`config.mk`:
```
export PLATFORM = sky130hd
export DESIGN_NAME = vector_sequencer
export DESIGN_NICKNAME = d
export VERILOG_FILES = /design/src/rtl/vector_sequencer.sv
export SDC_FILE = /design/constraint.sdc
export NUM_CORES = 1
export LEC_CHECK = 0
export BUFFER_PORTS_ARGS = -buffer_cell sky130_fd_sc_hd__buf_4
export CAP_MARGIN = 30
export CORE_MARGIN = 10
export CORE_UTILIZATION = 52
export DETAILED_ROUTE_END_ITERATION = 16
export PLACE_DENSITY_LB_ADDON = 0.1
export SKIP_CTS_REPAIR_TIMING = 1
export SLEW_MARGIN = 20
export SYNTH_ARGS = -nofsm -noshare
export SYNTH_HDL_FRONTEND = slang
export SYNTH_SLANG_ARGS = --single-unit
```
`constraint.sdc`:
```
create_clock -name clk -period 4.6 [get_ports clk]
set_input_delay 0.92 -clock clk [delete_from_list [all_inputs] [get_ports clk]]
set_output_delay 0.92 -clock clk [all_outputs]
set_load 0.05 [all_outputs]
```
`src/rtl/vector_sequencer.sv`:
```
// Stimulus/check engine: replays {stimulus, expected} vectors from a small
// memory into a combinational DUT and scores its responses.
module vector_sequencer #(
  parameter int IN_W   = 2,
  parameter int OUT_W  = 4,
  parameter int DEPTH  = 4,
  parameter int ADDR_W = 2,
  parameter int SETTLE = 1,
  parameter int CNT_W  = 8,
  parameter int LOOP   = 0
) (
  input  logic                   clk,
  input  logic                   reset,
  input  logic                   load_en,
  input  logic [ADDR_W-1:0]      load_addr,
  input  logic [IN_W+OUT_W-1:0]  load_data,
  input  logic [ADDR_W:0]        vec_count,
  input  logic                   start,
  input  logic                   stop,
  output logic [IN_W-1:0]        dut_in,
  input  logic [OUT_W-1:0]       dut_out,
  output logic                   busy,
  output logic                   done,
  output logic                   pass,
  output logic [CNT_W-1:0]       err_count,
  output logic [ADDR_W-1:0]      first_err
);

  typedef enum logic [1:0] {S_IDLE, S_RUN, S_DONE} state_t;

  localparam int                HOLD_W    = (SETTLE > 1) ? $clog2(SETTLE) : 1;
  localparam logic [HOLD_W-1:0] HOLD_LAST = HOLD_W'(SETTLE - 1);
  localparam logic [ADDR_W:0]   DEPTH_CNT = (ADDR_W + 1)'(DEPTH);

  state_t              state_q, state_d;
  logic [IN_W-1:0]     dut_in_q, dut_in_d;
  logic [ADDR_W-1:0]   index_q, index_d;
  logic [HOLD_W-1:0]   hold_q, hold_d;
  logic [CNT_W-1:0]    err_q, err_d;
  logic [ADDR_W-1:0]   first_q, first_d;
  logic [ADDR_W:0]     cnt_q, cnt_d;

  logic [IN_W+OUT_W-1:0] mem_q [DEPTH];

  logic last_vec;
  logic mismatch;

  assign last_vec = ({1'b0, index_q} == (cnt_q - (ADDR_W + 1)'(1)));
  assign mismatch = (dut_out != mem_q[index_q][OUT_W-1:0]);

  // NOTE: vector memory has no reset; contents must survive a reset so a
  // harness can rerun without reloading.
  always_ff @(posedge clk) begin
    if (load_en && state_q != S_RUN) begin
      mem_q[load_addr] <= load_data;
    end
  end

  // NOTE: sequential state uses non-blocking assignments so every register
  // samples the pre-edge values of the others.
  always_ff @(posedge clk or posedge reset) begin
    if (reset) begin
      state_q  <= S_IDLE;
      dut_in_q <= '0;
      index_q  <= '0;
      hold_q   <= '0;
      err_q    <= '0;
      first_q  <= '0;
      cnt_q    <= '0;
    end else begin
      state_q  <= state_d;
      dut_in_q <= dut_in_d;
      index_q  <= index_d;
      hold_q   <= hold_d;
      err_q    <= err_d;
      first_q  <= first_d;
      cnt_q    <= cnt_d;
    end
  end

  // NOTE: every next-state signal gets its hold value first, so no path can
  // leave one unassigned and infer a latch.
  always_comb begin
    state_d  = state_q;
    dut_in_d = dut_in_q;
    index_d  = index_q;
    hold_d   = hold_q;
    err_d    = err_q;
    first_d  = first_q;
    cnt_d    = cnt_q;

    case (state_q)
      S_IDLE, S_DONE: begin
        if (start) begin
          err_d   = '0;
          first_d = '0;
          if (vec_count == '0) begin
            state_d = S_DONE;
          end else begin
            cnt_d    = (vec_count > DEPTH_CNT) ? DEPTH_CNT : vec_count;
            index_d  = '0;
            hold_d   = '0;
            dut_in_d = mem_q[0][IN_W+OUT_W-1:OUT_W];
            state_d  = S_RUN;
          end
        end
      end

      S_RUN: begin
        // stop wins over a sample edge; the current vector is not scored
        if (stop) begin
          state_d = S_DONE;
        end else if (hold_q != HOLD_LAST) begin
          hold_d = hold_q + HOLD_W'(1);
        end else begin
          hold_d = '0;
          if (mismatch) begin
            if (err_q == '0) first_d = index_q;
            if (err_q != '1) err_d = err_q + CNT_W'(1);
          end
          if (last_vec) begin
            if (LOOP != 0) begin
              index_d  = '0;
              dut_in_d = mem_q[0][IN_W+OUT_W-1:OUT_W];
            end else begin
              state_d = S_DONE;
            end
          end else begin
            index_d  = index_q + ADDR_W'(1);
            dut_in_d = mem_q[index_q + ADDR_W'(1)][IN_W+OUT_W-1:OUT_W];
          end
        end
      end

      default: state_d = S_IDLE;
    endcase
  end

  assign dut_in    = dut_in_q;
  assign busy      = (state_q == S_RUN);
  assign done      = (state_q == S_DONE);
  assign pass      = (state_q == S_DONE) && (err_q == '0);
  assign err_count = err_q;
  assign first_err = first_q;

endmodule

```
## Word-level counts from Yosys, hierarchy flattened

Memory sizes are Yosys's and may differ from the RTL's.
Cells that the tools add are included.

| storage, ports and cells | value |
|---|---|
| memories | 1 |
| RAM bits | 24 |
| flip-flop bits (word level) | 20 |

| cells by class | value |
|---|---|
| equality and inequality tests | 16 |
| magnitude comparators | 1 |
| bitwise operators | 1 |
| reduce and logical (&&, ||, !) cells | 13 |
| add/sub/neg operators | 4 |
| muxes and demuxes | 38 |

Memory list:

| name | depth | bits a word | read ports | clocked after Yosys merged registers in | wr ports | line | RTL |
|---|---|---|---|---|---|---|---|
| mem_q | 4 | 6 | 3 | 0 | 1 | 43 | `logic [IN_W+OUT_W-1:0] mem_q [DEPTH];` |

Operators with widths:

| kind | number |
|---|---|
| $mux 2 | 20 |
| $mux 8 | 5 |
| $reduce_and 6->1 | 3 |
| $pmux 2 s2 | 4 |
| $pmux 8 s2 | 1 |
| $ne 2x2->1 const B | 5 |
| $add 8x1->8 const B | 1 |
| $logic_not 8->1 | 1 |
| $ne 2x1->1 const B | 4 |
| $ne 8x8->1 const B | 1 |
| $mux 1 | 6 |
| $reduce_and 3->1 | 2 |
| $ne 4x4->1 | 1 |
| $reduce_and 4->1 | 1 |
| $eq 2x3->1 | 1 |
| $gt 3x3->1 const B | 1 |
| $logic_not 3->1 | 1 |
| $mux 3 | 1 |
| $ne 3x2->1 const B | 1 |
| $ne 3x3->1 const B | 1 |
| $sub 3x1->3 const B | 1 |
| $add 2x1->2 const B | 1 |
| $eq 2x1->1 const B | 1 |
| $eq 2x2->1 const B | 1 |
| 7 further kinds | 8 |

## Logic depth before layout (Yosys ltp)

| logic depth | value |
|---|---|
| depth in word-level cells | 6 |
| mapped depth | 8 |

## Worst setup path before layout

Ideal clock, no wire load.

| path | value |
|---|---|
| kind | register to output |
| from | register err_q[0], in the netlist err_count[0] |
| to | output port pass |
| stages on the path, launching flop included | 6 |
| setup slack | 1558 ps |
| data arrival time | 2122 ps |
| data required time | 3680 ps |
| buffers on the path | 0 |
| cells stage by stage | dfrtp_1 inv_1 ha_1 or4b_1 nor4_1 and2_1 |

| between the ends | value |
|---|---|
| longest elaborated chain between the ends | 2 |

RTL lines:

| item | line | RTL |
|---|---|---|
| start: declaration | 39 | `logic [CNT_W-1:0] err_q, err_d;` |
| start signal: assignment | 75 | `err_q <= err_d;` |
| $logic_not 8->1 | 142 | `assign pass = (state_q == S_DONE) && (err_q == '0);` |
| $logic_and 1x1->1 | 142 |  |
| end: declaration | 24 | `output logic pass,` |

No other way between the ends.

## Worst setup path after layout

Ends and elaborated chain as after synthesis.

==> flow_summary.toml <==
[outcome]
status = "completed"

[setup_path]
critical_path.slowest_cell = "nor4_1"
cp_max_fo = 4
critPathLaunchType = "register"
reg2regPathDepth = 6
critPathKind = "register to primary output"
critPathTopFamily = "simple AND/OR/NAND/NOR gates"
required_ns = 3.68
rr_endpoint = "err_count[1]"
cpPeakStageDelay_ns = 0.48
crit_path_end_kind = "primary output"
reg2reg_setup_slack_ns = 2.13
timing.critical_path.buf_inv = 2
crit_chain = "inv_1 -> ha_1 -> or4b_1 -> nor4_1 -> and2_1 -> buf_4"
cp.arrival_ns = 2.28
r2r-start = "index_q[1]"

[final_layout]
area_growth_pct = 17.3
drive_gt1_share_pct = 24.4
antenna_cells = 0
fin_nets = 231
final_util_pct = 64.9

[floorplanning]
core-area_um2 = 3770
row_count = 22
io_pins = 35
dieArea_um2 = 6950
die_width_um = 83.4
die_y_um = 83.4
start_util_pct = 55.4

[clock_tree]
htree_levels = 2
cts_sinks = 43
cts_tree = "done"
clk_latency_ns = 0.29
cts_buffers = 5
clock_path_buffers = 2
clk_pin_slew_ns = 0.08
cts_root_buffer = "clkbuf_8"

[power]
finalPower_mw = 1.25
powerDensity_nw_per_um2 = 511
p_leak_nw = 0.969
max-vdd-ir-drop_v = 0.000255

[flow_run]
drv_cap = 0

[sta]
hold_viol = 0
min_period_over_period_pct = 69.6
setup_violations = 0
holdWs_ns = 0.490
worst_pin_slew_ns = 0.925
fmax_ghz = 0.312
slew-limit-headroom_pct = 37.9
slew_viol_final = 0
finalSetupTns_ns = 0
rsz0062_at_grt = "false"
fin_worst_skew_ns = 0.00449
layout_min_cycle_time_ns = 3.20

[route]
drc = 0
vias = 1502
dr.pass1.iters = 4
vias_per_cell = 5.84
postRouteWirelength_mm = 4.22
drtAntennaViolNets = 0
drtIter0Drc = 90
wl_per_cell_um = 16.4

[synth]
synth_nets = 196
async_flop_share_pct = 44.2
synth_area_leaders = "edfxtp_1, dfrtp_1, mux2i_1"
yosys.area.top_type = "edfxtp_1"
syn-instance-count = 173
ys_seq_elements = 43
synth_edf_count = 24
synth.avg_cell_area_um2 = 12.1
synth.yosys.seq_area_share_pct = 57.3
ys_top_cells_by_count = "edfxtp_1, dfrtp_1, nor2_1"
synth_cell_types = 44
yosys_warnings = 0
yosysMostFrequentCell = "edfxtp_1"
ys.flop_type = "edfxtp_1"
synth_top_area_share_pct = 34.5
syn-cell-area_um2 = 2090

[place]
portBuffers = 34
place_congestion = 0.850
dp_hpwl_mm = 3.16

[grt]
grt_pass1_wl_mm = 7.22
antenna_found_initial = 0
grt_max_degree = 20
grt.total_usage_pct = 12.3
grt-ovfl-total = 0
grt_pass1_vias = 1564

[worst_hold_path]
min-delay-start = "dut_in[0]"
min_to = "dut_in[0]"
hold_path_depth = 1
holdCritPathClass = "register to register"
cell type report:
cell class / instances / area (µm²)
repair buffers: 34 / 255
inverters: 8 / 30.0
multi-input cells: 116 / 822
clock inverters: 2 / 12.5
fillers: 308 / 1320
clock buffers: 6 / 72.6
well taps: 48 / 60.1
flip-flops and latches: 43 / 1200
registers in the layout (all words and copies together) (netlist names):
register and cells:
cnt_q 3, dut_in 2, err_count 8, first_err 2, index_q 2, mem_q 24, state_q 2
cell usage in the layout, fill, tap and decap left out, types with 4 or more instances in the layout:
| cell | synthesis | layout |
|---|---|---|
| a21oi_1 | 6 | 6 |
| buf_4 | 0 | 34 |
| clkbuf_8 | 0 | 5 |
| dfrtp_1 | 19 | 19 |
| edfxtp_1 | 24 | 24 |
| inv_1 | 6 | 6 |
| mux2i_1 | 6 | 6 |
| nand2_1 | 6 | 6 |
| nand2b_1 | 5 | 5 |
| nand3_1 | 6 | 6 |
| nand4_1 | 4 | 4 |
| nor2_1 | 11 | 11 |
| nor3_1 | 4 | 4 |
| o21ai_0 | 7 | 7 |
| o21ai_1 | 6 | 6 |
| o31ai_1 | 8 | 8 |
| xnor2_1 | 6 | 6 |
layer usage:
metal  GRT usage, %  part of all wire (%)  vias up
met5              0                     0        -
met4           4.31                  0.64        0
met3           4.20                   6.1        4
met2           20.9                    51       55
met1           14.0                    42      722
li1               -                     -      721
power breakdown:
group | total (mW) | internal, mW | switching, mW
registers | 0.535 | 0.465 | 0.0698
clock network | 0.224 | 0.106 | 0.118
logic | 0.492 | 0.188 | 0.304
worst max path at each step:
stage                      start  endpoint  cells past startpoint
finish              err_count[0]      pass                      6
global route        err_count[0]      pass                      6
CTS                 err_count[0]      pass                      6
detailed placement  err_count[0]      pass                      6
global placement    err_count[0]      pass                      6
floorplan           err_count[0]      pass                      5
stage by stage:
step	cell area (µm²)	setup slack [ns]	std cells
after global routing	2450	1.21	257
after CTS	2450	1.38	257
after detailed placement	2360	1.72	249
final	2450	1.40	257
after global placement	2360	1.81	249
after floorplan	2090	1.56	173
cell families (layout without fill, tap and decap cells):
| kind of cell | count (synthesis) | in the layout | share of synthesized area, % |
|---|---|---|---|
| simple gates | 47 | 47 | 11.9 |
| compound gates | 45 | 45 | 14.7 |
| flops | 43 | 43 | 57.3 |
| buf+inv | 14 | 50 | 3.35 |
| mux | 12 | 12 | 7.19 |
| xor+xnor | 9 | 9 | 3.77 |
| fa+ha+maj | 3 | 3 | 1.80 |
(Power assumes the default switching activity.)
